[src/rtl/uart_rx_os.sv]
// 16x-oversampled UART receiver: 2-flop rx synchroniser, mid-bit start qualification,
// centre sampling of data/parity/stop, and a 1-deep valid/ready holding register.
`timescale 1ns/1ps
module uart_rx_os #(
  parameter int DATA_BITS  = 8,
  parameter int OVERSAMPLE = 16,
  parameter int PARITY_EN  = 0,
  parameter int PARITY_ODD = 0
) (
  input  logic       clk,
  input  logic       rst,
  input  logic       sample_tick,
  input  logic       rx,
  output logic [7:0] rx_data,
  output logic       rx_valid,
  input  logic       rx_ready,
  output logic       frame_err,
  output logic       parity_err,
  output logic       break_det,
  output logic       overrun,
  output logic       busy
);

  localparam int TW = $clog2(OVERSAMPLE);
  localparam logic [TW-1:0] TICK_MID  = TW'(OVERSAMPLE/2 - 1);
  localparam logic [TW-1:0] TICK_LAST = TW'(OVERSAMPLE - 1);
  localparam logic [2:0]    BIT_LAST  = 3'(DATA_BITS - 1);

  typedef enum logic [2:0] {IDLE, START, DATA, PARITY, STOP} state_t;

  state_t        state_q, state_d;
  logic          rx_meta_q, rxs_q;
  logic [TW-1:0] tick_q, tick_d;
  logic [2:0]    bit_q, bit_d;
  logic [7:0]    shreg_q, shreg_d;
  logic          par_q, par_d;
  logic          brk_wait_q, brk_wait_d;
  logic [7:0]    data_q, data_d;
  logic          valid_q, valid_d;
  logic          ferr_q, ferr_d;
  logic          perr_q, perr_d;
  logic          brk_q, brk_d;
  logic          ovr_q, ovr_d;

  logic [7:0] frm_data;
  logic       frm_ferr, frm_perr, frm_brk;
  logic       done, take, xfer;

  // Received bits enter at bit 7, so the frame ends up in the top DATA_BITS bits.
  assign frm_data = shreg_q >> (8 - DATA_BITS);
  assign frm_ferr = !rxs_q;
  assign frm_perr = (PARITY_EN != 0) && ((^frm_data) ^ par_q ^ (PARITY_ODD != 0));
  assign frm_brk  = (frm_data == 8'd0) && !rxs_q && ((PARITY_EN == 0) || !par_q);

  always_comb begin
    state_d    = state_q;
    tick_d     = tick_q;
    bit_d      = bit_q;
    shreg_d    = shreg_q;
    par_d      = par_q;
    brk_wait_d = brk_wait_q;
    done       = 1'b0;
    if (sample_tick) begin
      case (state_q)
        IDLE: begin
          if (brk_wait_q) begin
            if (rxs_q) brk_wait_d = 1'b0;
          end else if (!rxs_q) begin
            tick_d  = '0;
            state_d = START;
          end
        end
        START: begin
          if (tick_q == TICK_MID) begin
            if (!rxs_q) begin
              tick_d  = '0;
              bit_d   = 3'd0;
              state_d = DATA;
            end else begin
              state_d = IDLE;
            end
          end else begin
            tick_d = tick_q + 1'b1;
          end
        end
        DATA: begin
          tick_d = tick_q + 1'b1;
          if (tick_q == TICK_LAST) begin
            shreg_d = {rxs_q, shreg_q[7:1]};
            bit_d   = bit_q + 3'd1;
            if (bit_q == BIT_LAST) state_d = (PARITY_EN != 0) ? PARITY : STOP;
          end
        end
        PARITY: begin
          tick_d = tick_q + 1'b1;
          if (tick_q == TICK_LAST) begin
            par_d   = rxs_q;
            state_d = STOP;
          end
        end
        STOP: begin
          tick_d = tick_q + 1'b1;
          // Back to IDLE at the stop-bit centre so an immediately following start bit is caught.
          if (tick_q == TICK_LAST) begin
            done       = 1'b1;
            brk_wait_d = frm_brk;
            state_d    = IDLE;
          end
        end
        default: state_d = IDLE;
      endcase
    end
  end

  assign xfer = valid_q && rx_ready;
  assign take = done && (!valid_q || rx_ready);

  always_comb begin
    data_d  = data_q;
    ferr_d  = ferr_q;
    perr_d  = perr_q;
    brk_d   = brk_q;
    valid_d = valid_q;
    ovr_d   = ovr_q;
    if (take) begin
      data_d  = frm_data;
      ferr_d  = frm_ferr;
      perr_d  = frm_perr;
      brk_d   = frm_brk;
      valid_d = 1'b1;
    end else if (xfer) begin
      valid_d = 1'b0;
    end
    if (done && !take) ovr_d = 1'b1;
    else if (xfer)     ovr_d = 1'b0;
  end

  always_ff @(posedge clk or negedge rst) begin
    if (!rst) begin
      rx_meta_q  <= 1'b1;
      rxs_q      <= 1'b1;
      state_q    <= IDLE;
      tick_q     <= '0;
      bit_q      <= 3'd0;
      shreg_q    <= 8'd0;
      par_q      <= 1'b0;
      brk_wait_q <= 1'b0;
      data_q     <= 8'd0;
      valid_q    <= 1'b0;
      ferr_q     <= 1'b0;
      perr_q     <= 1'b0;
      brk_q      <= 1'b0;
      ovr_q      <= 1'b0;
    end else begin
      rx_meta_q  <= rx;
      rxs_q      <= rx_meta_q;
      state_q    <= state_d;
      tick_q     <= tick_d;
      bit_q      <= bit_d;
      shreg_q    <= shreg_d;
      par_q      <= par_d;
      brk_wait_q <= brk_wait_d;
      data_q     <= data_d;
      valid_q    <= valid_d;
      ferr_q     <= ferr_d;
      perr_q     <= perr_d;
      brk_q      <= brk_d;
      ovr_q      <= ovr_d;
    end
  end

  assign rx_data    = data_q;
  assign rx_valid   = valid_q;
  assign frame_err  = ferr_q;
  assign parity_err = perr_q;
  assign break_det  = brk_q;
  assign overrun    = ovr_q;
  assign busy       = (state_q != IDLE);

endmodule

[config.mk]
export PLATFORM = sky130hd
export DESIGN_NAME = uart_rx_os
export DESIGN_NICKNAME = d
export VERILOG_FILES = /design/src/rtl/uart_rx_os.sv
export SDC_FILE = /design/constraint.sdc
export NUM_CORES = 1
export LEC_CHECK = 0
export ABC_AREA = 1
export ABC_CLOCK_PERIOD_IN_PS = 2300
export BUFFER_PORTS_ARGS = -buffer_cell sky130_fd_sc_hd__buf_2
export CAP_MARGIN = 0
export CORE_AREA = 2 2 49 96
export DETAILED_ROUTE_END_ITERATION = 16
export DIE_AREA = 0 0 51 98
export PLACE_DENSITY = 0.68
export SKIP_LAST_GASP = 1
export SLEW_MARGIN = 20
export SYNTH_ARGS = -nofsm -noshare
export SYNTH_HDL_FRONTEND = slang
export SYNTH_SLANG_ARGS = --single-unit
[constraint.sdc]
create_clock -name clk -period 2.3 [get_ports clk]
set_input_delay 0.23 -clock clk [delete_from_list [all_inputs] [get_ports clk]]
set_output_delay 0.23 -clock clk [all_outputs]
set_load 0.03 [all_outputs]
---- Yosys cells after proc, flatten, opt, wreduce, memory -nomap -nowiden ----
Index checks and enable logic that the tools add are counted.
cells by class
  equality and inequality tests ........... 15
  multiplexer cells ....................... 27
  reductions and logical operators ........ 22
  add/sub/neg operators ................... 2
operators with widths
  cell                 number
  $mux 3               10
  $ne 2x2->1 const B   8
  $pmux 3 s5           1
  $mux 4               3
  $pmux 4 s3           1
  $mux 1               9
  $reduce_and 3->1     3
  $logic_not 8->1      1
  $reduce_and 8->1     1
  $reduce_bool 2->1    4
  $eq 3x2->1 const B   2
  $eq 3x3->1 const B   2
  $pmux 3 s2           1
  $reduce_bool 3->1    2
  $reduce_and 5->1     1
  $add 4x1->4 const B  1
  $eq 4x3->1 const B   1
  $eq 4x4->1 const B   1
  $logic_and 1x1->1    4
  $add 3x1->3 const B  1
  $eq 3x1->1 const B   1
  $logic_not 1->1      3
  $logic_not 3->1      1
  $reduce_or 3->1      1
  3 further kinds      3
word-level totals
  logic and storage cells ................. 78
  flip-flop bits (word level) ............. 33
  output and inout port bits .............. 14

---- Longest topological paths before layout ----
Gate-level depths: netlist (run 1).
  depth after elaboration ................. 8
  gate-level depth with buffers ........... 9
  gate-level depth less buffers ........... 9

---- Worst setup path before layout (run 1) ----
No wires, ideal clock.
  kind .................................... flip-flop to flip-flop
  start point ............................. register tick_q[0]
  end point ............................... register brk_q, in the netlist break_det
  setup time .............................. 0.117 ns
  cell stages (with the launch flop) ...... 10
  data required time ...................... 2.183 ns
  buffers on the path ..................... 1
  data arrival time ....................... 1.294 ns
  period minus slack after synthesis ...... 1.411 ns
  path slack .............................. 0.889 ns
  cells stage by stage .................... dfrtp_1 ha_1 nand2_2 nor2_4 inv_2 nor2_8 nand3_4 buf_6 nand2_1 nand2_1
between the ends
  word-level cells in the longest chain between the ends .. 5
RTL lines
  element                   RTL line  source
  start: declaration        33        logic [TW-1:0] tick_q, tick_d;
  start signal: assignment  158       tick_q <= tick_d;
  $eq 4x4->1                104       if (tick_q == TICK_LAST) begin
  $mux 1                    104
  $mux 1                    64        case (state_q)
  $mux 1                    63        if (sample_tick) begin
  $logic_and 1x1->1         116       assign take = done && (!valid_q || rx_ready);
  end signal: assignment    167       brk_q <= brk_d;
  end: declaration          42        logic brk_q, brk_d;
No other way between the ends.
A chain may end at the register's enable or synchronous reset.

---- Final worst setup path (run 1) ----
  start point ............................. register tick_q[0]
  end point ............................... register data_q[0], in the netlist rx_data[0]
between the ends
  word-level cells in the longest chain between the ends .. 5
RTL lines
  element                 RTL line  source
  $eq 4x4->1              104
  $mux 1                  104
  $mux 1                  64
  $mux 1                  63
  $logic_and 1x1->1       116
  end signal: assignment  163       data_q <= data_d;
  end: declaration        38        logic [7:0] data_q, data_d;
No other way between the ends.

==> summary.txt, run 1 <==
Run status
  • Status: finished, violations left
  • Failing checks: negative hold slack

Logic synthesis
  • Mean Syn Cell Area: 8.287 um2
  • Flops & latches, synth: 33
  • Synth Instances: 199
  • Net Count, Synth: 207
  • Mapped Area: 0.001649 mm2
  • Synth warn: 0
  • Count of cell types in the netlist: 23
  • Seq/Total Area, Yosys: 50.23%

CTS
  • Clk buf depth: 2
  • Hold-fix buffer count after cts: 0
  • CTS tree: yes
  • Post-CTS Setup Bufs: 0
  • Post_cts resized: 0
  • Clock Pin Slew Worst Setup and Hold Paths: 70 ps
  • Root Driver: clkbuf_8
  • H-tree depth: 2
  • Clock Latency Late Sink: 290 ps
  • Num Clock Sinks: 33
  • Clock buffer count from CTS: 5

Place
  • Placed Area: 0.001772 mm2
  • DP Cell Count: 267
  • Final HPWL DP: 2396 um
  • GPL Wtd Cong: 0.8695
  • Pre-CTS setup slack: 740.2 ps
  • PortBufs: 17

Final layout
  • Design area: 0.001858 mm2
  • Commonest non-fill, non-tap cell in the layout: nand2_1
  • Fraction of layout cells with a size suffix above 1: 20.81%
  • Final cell count without fillers: 275
  • Nets@finish: 228
  • Most frequent cells in the layout: nand2_1 (66), dfrtp_1 (31), inv_1 (24)
  • # fillers: 469
  • Antenna cells: 0
  • Final Util: 43.24%
  • Area grow syn2layout: 12.67%

Power
  • Share of power burned in registers: 44.2%
  • Combinational power share: 30.1%
  • Pleak: 0.9546 nW
  • Psw: 655.4 uW
  • Switch share: 39.19%
  • Clock network power share: 25.7%
  • Pwr Total: 1.672 mW
  • Peak supply drop: 0.0005496 V
  • Pint: 1.017 mW
  • Power Density: 900.1 mW/mm2

STA
  • Worst Tran Pin Value: 719.9 ps
  • Final TNS setup: 0 ps
  • Final Hold Fails: 7
  • Final worst slack: 732.5 ps
  • Period minus WS final: 1568 ps
  • Final Skew: 9.309 ps
  • Slew HR: 52.00%
  • WHS: -8.844 ps
  • Setup violations, final: 0
  • Max Clk Rate: 0.6379 GHz
  • Count of pins over their slew limit: 0
  • RSZ-0062 raised after global routing: no
  • Final period utilization: 68.15%

Critical path
  • CP startpoint kind: register
  • Critical Path Sink Type: register
  • Crit Path Max Fanout: 19
  • Critical path class: register to register
  • CP Data Arrival Time: 1740 ps
  • Worst EP required: 2470 ps

Global routing
  • Vias in the first global route: 1,265
  • GRT overflow: 0
  • Total track usage: 14.99%
  • Initial antenna violation count: 0
  • Global-route wire length before repair: 5609 um
  • Pin count of the biggest net entering global routing: 34

Floorplanning
  • I/O pin count: 19
  • Placeable Area: 0.004297 mm2
  • Chip width: 51 um
  • Die H: 98 um
  • Initial core utilization: 38.38%
  • # rows: 34
  • Die area: 0.004998 mm2

Routing
  • Routed wire per std cell: 11.30 um
  • DRT Wirelength: 3108 um
  • DRC viols: 0
  • Vias: 1,332
  • Vias per inst: 4.844
  • Post-DRT Antenna Nets: 0
  • DRT iter0 DRCs: 41
  • DRT Pass-1 Iters: 4

Hold path
  • Hold Path Class: primary input to async pin

Flow run
  • Maximum capacitance violations: 0
## synth_stat cells
master   count  area (um2)
nand2_2      3       18.77
conb_1       1       3.750
xor2_1       1       8.760
inv_1       24       90.09
inv_2        2       7.510
nor3_1       2       10.01
nor2_4       2       22.52
nor2_1      12       45.04
dfstp_2      2       52.55
a21oi_1      3       15.01
nor2_8       1       20.02
o21ai_0      8       40.04
or2_2        1       6.260
o21ai_1      8       40.04
nand2_1     66       247.7
buf_4        1       7.510
o21ai_2      9       78.83
buf_6        2       22.52
nand3_4      1       17.52
nand3_1     15       75.07
nand4_1      1       6.260
ha_1         3       37.54
dfrtp_1     31       775.7
## state kept, by name, indices dropped and copies added (netlist names), 3 cells and up
signal	cells
frm_data	8
tick_q	4
state_q	3
rx_data	8
bit_q	3
## layer usage
layer,global-route usage (%),vias to the layer above,wire (um)
li1,-,670,-
met1,15.05,622,1113
met2,26.77,31,1757
met3,3.670,9,115
met4,8.524,0,121
met5,0,-,0
## cell type report
class | count | area [um2] | share of cell area, %
clock buffers | 5 | 68.82 | 3.704
flip-flops and latches | 33 | 828.3 | 44.58
clock inverters | 3 | 17.52 | 0.9428
multi-input cells | 137 | 693.2 | 37.31
well taps | 54 | 67.56 | 3.636
repair buffers | 17 | 85.08 | 4.579
inverters | 26 | 97.59 | 5.253
## power groups by stage
stage	registers, mW	logic (mW)	clock network (mW)
finish	0.739	0.504	0.430
global route	0.752	0.595	0.469
CTS	0.738	0.512	0.440
detailed placement	0.747	0.509	0
global placement	0.745	0.502	0
floorplan	0.730	0.393	0
## logic make-up after synthesis
kind of cell	Yosys count	synth area share, %
buf+inv	29	7.739
xor+xnor	1	0.5312
fa+ha+maj	3	2.276
compound gates	28	10.55
flops	33	50.23
other cells	1	0.2274
simple gates	104	28.45
## critical path, stage by stage (launching register included)
cell     delay, ps
dfrtp_1        400
ha_1           220
nand2_2        100
nor2_4         120
inv_2           80
nor2_8         100
nand3_4        220
nand2_1        150
o21ai_2         60
## path summary, 6_finish.rpt
| kind | from | endpoint | slack, ps | cells past startpoint |
|---|---|---|---|---|
| setup / recovery | tick_q[0]$_DFFE_PN0P_ | rx_data[0]$_DFFE_PN0P_ | 730 | 8 |
| hold / removal | rst | tick_q[1]$_DFFE_PN0P_ | -9 | 1 |
| setup reg to reg | tick_q[0]$_DFFE_PN0P_ | rx_data[0]$_DFFE_PN0P_ | 730 | 8 |
| hold reg to reg | rx_meta_q$_DFF_PN1_ | rxs_q$_DFF_PN1_ | 360 | 0 |
| max in group asynchronous | rst | bit_q[2]$_DFFE_PN0P_ | 1840 | 1 |
| min in group clk | rx | rx_meta_q$_DFF_PN1_ | 40 | 1 |
No activity file was read; power rests on OpenSTA's default activity.
==> run 2: changes to the inputs <==
--- a/config.mk
+++ b/config.mk
@@ -5,14 +5,14 @@
 export SDC_FILE = /design/constraint.sdc
 export NUM_CORES = 1
 export LEC_CHECK = 0
-export ABC_AREA = 1
-export ABC_CLOCK_PERIOD_IN_PS = 2300
+export ABC_AREA = 0
+export ABC_CLOCK_PERIOD_IN_PS = 1350
 export BUFFER_PORTS_ARGS = -buffer_cell sky130_fd_sc_hd__buf_2
 export CAP_MARGIN = 0
 export CORE_AREA = 2 2 49 96
 export DETAILED_ROUTE_END_ITERATION = 16
 export DIE_AREA = 0 0 51 98
-export PLACE_DENSITY = 0.68
+export PLACE_DENSITY = 0.69
 export SKIP_LAST_GASP = 1
 export SLEW_MARGIN = 20
 export SYNTH_ARGS = -nofsm -noshare
==> constraint.sdc (replaced) <==
create_clock -name clk -period 1.35 [get_ports clk]
set_input_delay 0.135 -clock clk [delete_from_list [all_inputs] [get_ports clk]]
set_output_delay 0.135 -clock clk [all_outputs]
set_load 0.03 [all_outputs]
==> run 2 against run 1 <==
Effect of this change:
- the flow finishes with violations (negative setup slack)
- routed wire length is 48% higher
- register-to-register slack worse by 1100 ps
- critical path type unchanged
- maximum frequency is 6.8% lower
- power grew to 2.6 times the previous value
- sequential power is 83% higher
- design area is 35% higher
==> summary.txt, run 2 <==
Logic synthesis
  • Mapped Area: 0.001632 mm2 (-1.1%)
  • Synth Area in XOR/XNOR: 0% (-0.53 points)
  • Prevailing post-synth register cell: dfrtp_1
  • Flops & latches, synth: 33 (unchanged)
  • Largest cells by area after synthesis: dfrtp_1 (48%), mux2_2 (12%), mux2i_1 (3.7%)
  • Synth Area in Adders: 2.301% (+0.024 points)
  • Simple-Gate Fraction of Synth Area: 14.95% (-13 points)
  • Mux cell area share after synthesis: 18.17% (+18 points)
  • Seq/Total Area, Yosys: 50.77% (+0.54 points)
  • Synth Instances: 133 (-33%)
  • Count of cell types in the netlist: 43 (+87%)
  • Post-synth top area cell: dfrtp_1
  • Asr flop ratio synth: 100.0% (unchanged)
  • Net Count, Synth: 141 (-32%)
  • Post-synth EDFFs: 0 (unchanged)
  • Most common cell in the netlist: dfrtp_1
  • Mean Syn Cell Area: 12.27 um2 (+48%)
  • Synth warn: 0 (unchanged)
  • Synth top area share: 47.55% (+0.51 points)
  • Most instantiated cells after synthesis: dfrtp_1 (31), mux2_2 (17), inv_1 (10)
  • Largest family of logic cells by synthesized area: multiplexers
  • Synth Area in Compound Gates: 8.666% (-1.9 points)

Run status
  • Failing checks: negative setup slack
  • Status: finished, violations left

Flow run
  • Maximum capacitance violations: 0 (unchanged)

Critical path
  • Worst r2r path cells: 6 (-2)
  • Crit path from: bit_q[0]$_DFFE_PN0P_
  • CP Data Arrival Time: 1850 ps (+110 ps)
  • Worst reg2reg endpoint: state_q[2]$_DFFE_PN0P_
  • R2R Path Start: bit_q[0]$_DFFE_PN0P_
  • Max stage delay on crit path: 390 ps (about the same)
  • Worst EP required: 1520 ps (-950 ps)
  • Critical path class: register to register
  • Critical Path End: state_q[2]$_DFFE_PN0P_
  • CP cell instances: ha_2, ha_4, nor4b_4, o22ai_1, and4_4, mux2_4
  • CP startpoint kind: register
  • Critical Path Sink Type: register
  • Crit Path Max Fanout: 3 (-16)
  • Slowest cell on crit path: dfrtp_1
  • Reg-to-reg slack, setup: -330 ps (-1060 ps)

Final layout
  • Nets@finish: 210 (-7.9%)
  • Area grow syn2layout: 53.37%
  • Most frequent cells in the layout: buf_4 (32), dfrtp_1 (29), buf_6 (16), buf_2 (16), mux2_4 (11)
  • FF/Latch Area: 830.8 um2 (+0.30%)
  • Area occupied by multi-input gates: 929.6 um2 (+34%)
  • Fraction of layout cells with a size suffix above 1: 61.58% (+41 points)
  • Antenna cells: 0 (unchanged)
  • Commonest non-fill, non-tap cell in the layout: buf_4
  • # fillers: 335 (-29%)

Floorplanning
  • Chip width: 51 um (unchanged)
  • Initial core utilization: 37.97% (-0.41 points)
  • Die H: 98 um (unchanged)
  • I/O pin count: 19 (unchanged)
  • Placeable Area: 0.004297 mm2 (unchanged)
  • Die area: 0.004998 mm2 (unchanged)
  • # rows: 34 (unchanged)

CTS
  • H-tree depth: 2 (unchanged)
  • Root Driver: clkbuf_8
  • Clock Pin Slew Worst Setup and Hold Paths: 70 ps (about the same)
  • Clk buf depth: 2 (unchanged)
  • CTS tree: yes
  • Clock buffer count from CTS: 5 (unchanged)
  • Num Clock Sinks: 33 (unchanged)
  • Clock Latency Late Sink: 290 ps (about the same)

STA
  • Final worst slack: -331.0 ps (-1063 ps)
  • Setup violations, final: 31 (+31)
  • Slew HR: 64.87% (+13 points)
  • Worst Tran Pin Value: 525.7 ps (-194.3 ps)
  • Max Clk Rate: 0.5949 GHz (-6.8%)
  • Final Hold Fails: 0 (-7)
  • Count of pins over their slew limit: 0 (unchanged)
  • Final Skew: 9.046 ps (-0.2637 ps)
  • RSZ-0062 raised after global routing: yes
  • Period minus WS final: 1681 ps (+113.5 ps)
  • Final period utilization: 124.5% (+56 points)

Hold path
  • Hold Path Class: primary input to register

Global routing
  • Initial antenna violation count: 0 (unchanged)
  • GRT overflow: 0 (unchanged)
  • Vias in the first global route: 1,558 (+23%)
  • Pin count of the biggest net entering global routing: 34 (unchanged)
  • Global-route wire length before repair: 7603 um (+36%)
  • Total track usage: 20.83% (+5.8 points)

Place
  • Final HPWL DP: 2915 um (+22%)
  • PortBufs: 17 (unchanged)
  • Pre-CTS setup slack: -362.1 ps (-1102 ps)
  • GPL Wtd Cong: 0.9209 (+5.9%)

Routing
  • DRT Wirelength: 4608 um (+48%)
  • Vias per inst: 5.319 (+9.8%)
  • Routed wire per std cell: 17.93 um (+59%)
  • Post-DRT Antenna Nets: 0 (unchanged)
  • DRT Pass-1 Iters: 4 (unchanged)
  • Vias: 1,367 (+2.6%)
  • DRC viols: 0 (unchanged)
  • DRT iter0 DRCs: 25 (-39%)

Power
  • Peak supply drop: 0.001403 V (+160%)
  • Pleak: 1.187 nW (+24%)
  • Power Density: 1748 mW/mm2 (+94%)
  • Pwr Total: 4.374 mW (+160%)
[run 2: logic make-up after synthesis]
group | Yosys count
AO/OA/AOI/OAI | 19
adder cells (fa/ha/maj) | 3
buffers and inverters | 16
flip-flops | 33
multiplexers | 26
other | 1
AND/OR/NAND/NOR | 35
[run 2: layout make-up]
cell class                      instances  area share, %
Tap cell                               54          2.700
Clock buffer                            7          3.050
Clock inverter                          1         0.2000
Inverter                               10          1.500
Multi-Input combinational cell         84          37.15
Sequential cell                        33          33.20
Timing Repair Buffer                   68          22.20
[run 2: critical path: cells and delay by family (launching register included)]
kind | cells | cell delay [ps]
compound gates | 1 | 120
fa+ha+maj | 2 | 360
flops | 1 | 390
mux | 1 | 300
simple gates | 2 | 410
[run 2: per-stage QoR]
stage                     std cells  cell area, um2  utilization [%]  setup TNS, ps  hold slack (ps)
after floorplan                 133            1674                -          -5219           -160.6
after global placement          232            2052            47.76          -7072            174.9
after detailed placement        232            2052            47.76          -8622            185.8
after CTS                       252            2422            56.38          -7366            44.80
after global routing            257            2502            58.24         -10560            57.23
final                           257            2502            58.24          -8582            51.02
[run 2: power by group]
group / total, mW / switching, mW / internal [mW]
Clock: 0.723 / 0.362 / 0.362
Sequential: 1.35 / 0.202 / 1.15
Combinational: 2.30 / 1.04 / 1.26
[run 2: what timing repair did]
| item | in CTS | in global routing |
|---|---|---|
| hold buffers | 2 | 0 |
| endpoints found under the hold margin | 32 | 0 |
| pin swaps | 15 | 6 |
| cloned | 1 | 0 |
| setup buffers | 10 | 6 |
| resized for setup | 48 | 10 |
| setup endpoints to repair | 31 | 31 |
[run 2: per-layer routing]
metal	routed length (um)	share of wire, %	vias to the layer above	GRT usage [%]
met5	0	0	-	0
met4	216	4.7	0	14.14
met3	99	2.1	15	3.211
met2	2730	59	32	38.36
met1	1561	34	704	19.88
li1	-	-	616	-
[run 2: how the worst min path moves through the flow]
stage	endpoint	start	slack, ps	cells after the start
5_1_grt	overrun$_DFFE_PN0P_	rx_ready	60	2
3_3_place_gp	rx_data[2]$_DFFE_PN0P_	rst	170	2
6_report	overrun$_DFFE_PN0P_	rx_ready	50	2
3_5_place_dp	rx_data[3]$_DFFE_PN0P_	rst	190	2
2_1_floorplan	bit_q[0]$_DFFE_PN0P_	rst	-160	0
4_1_cts	overrun$_DFFE_PN0P_	rx_ready	40	2
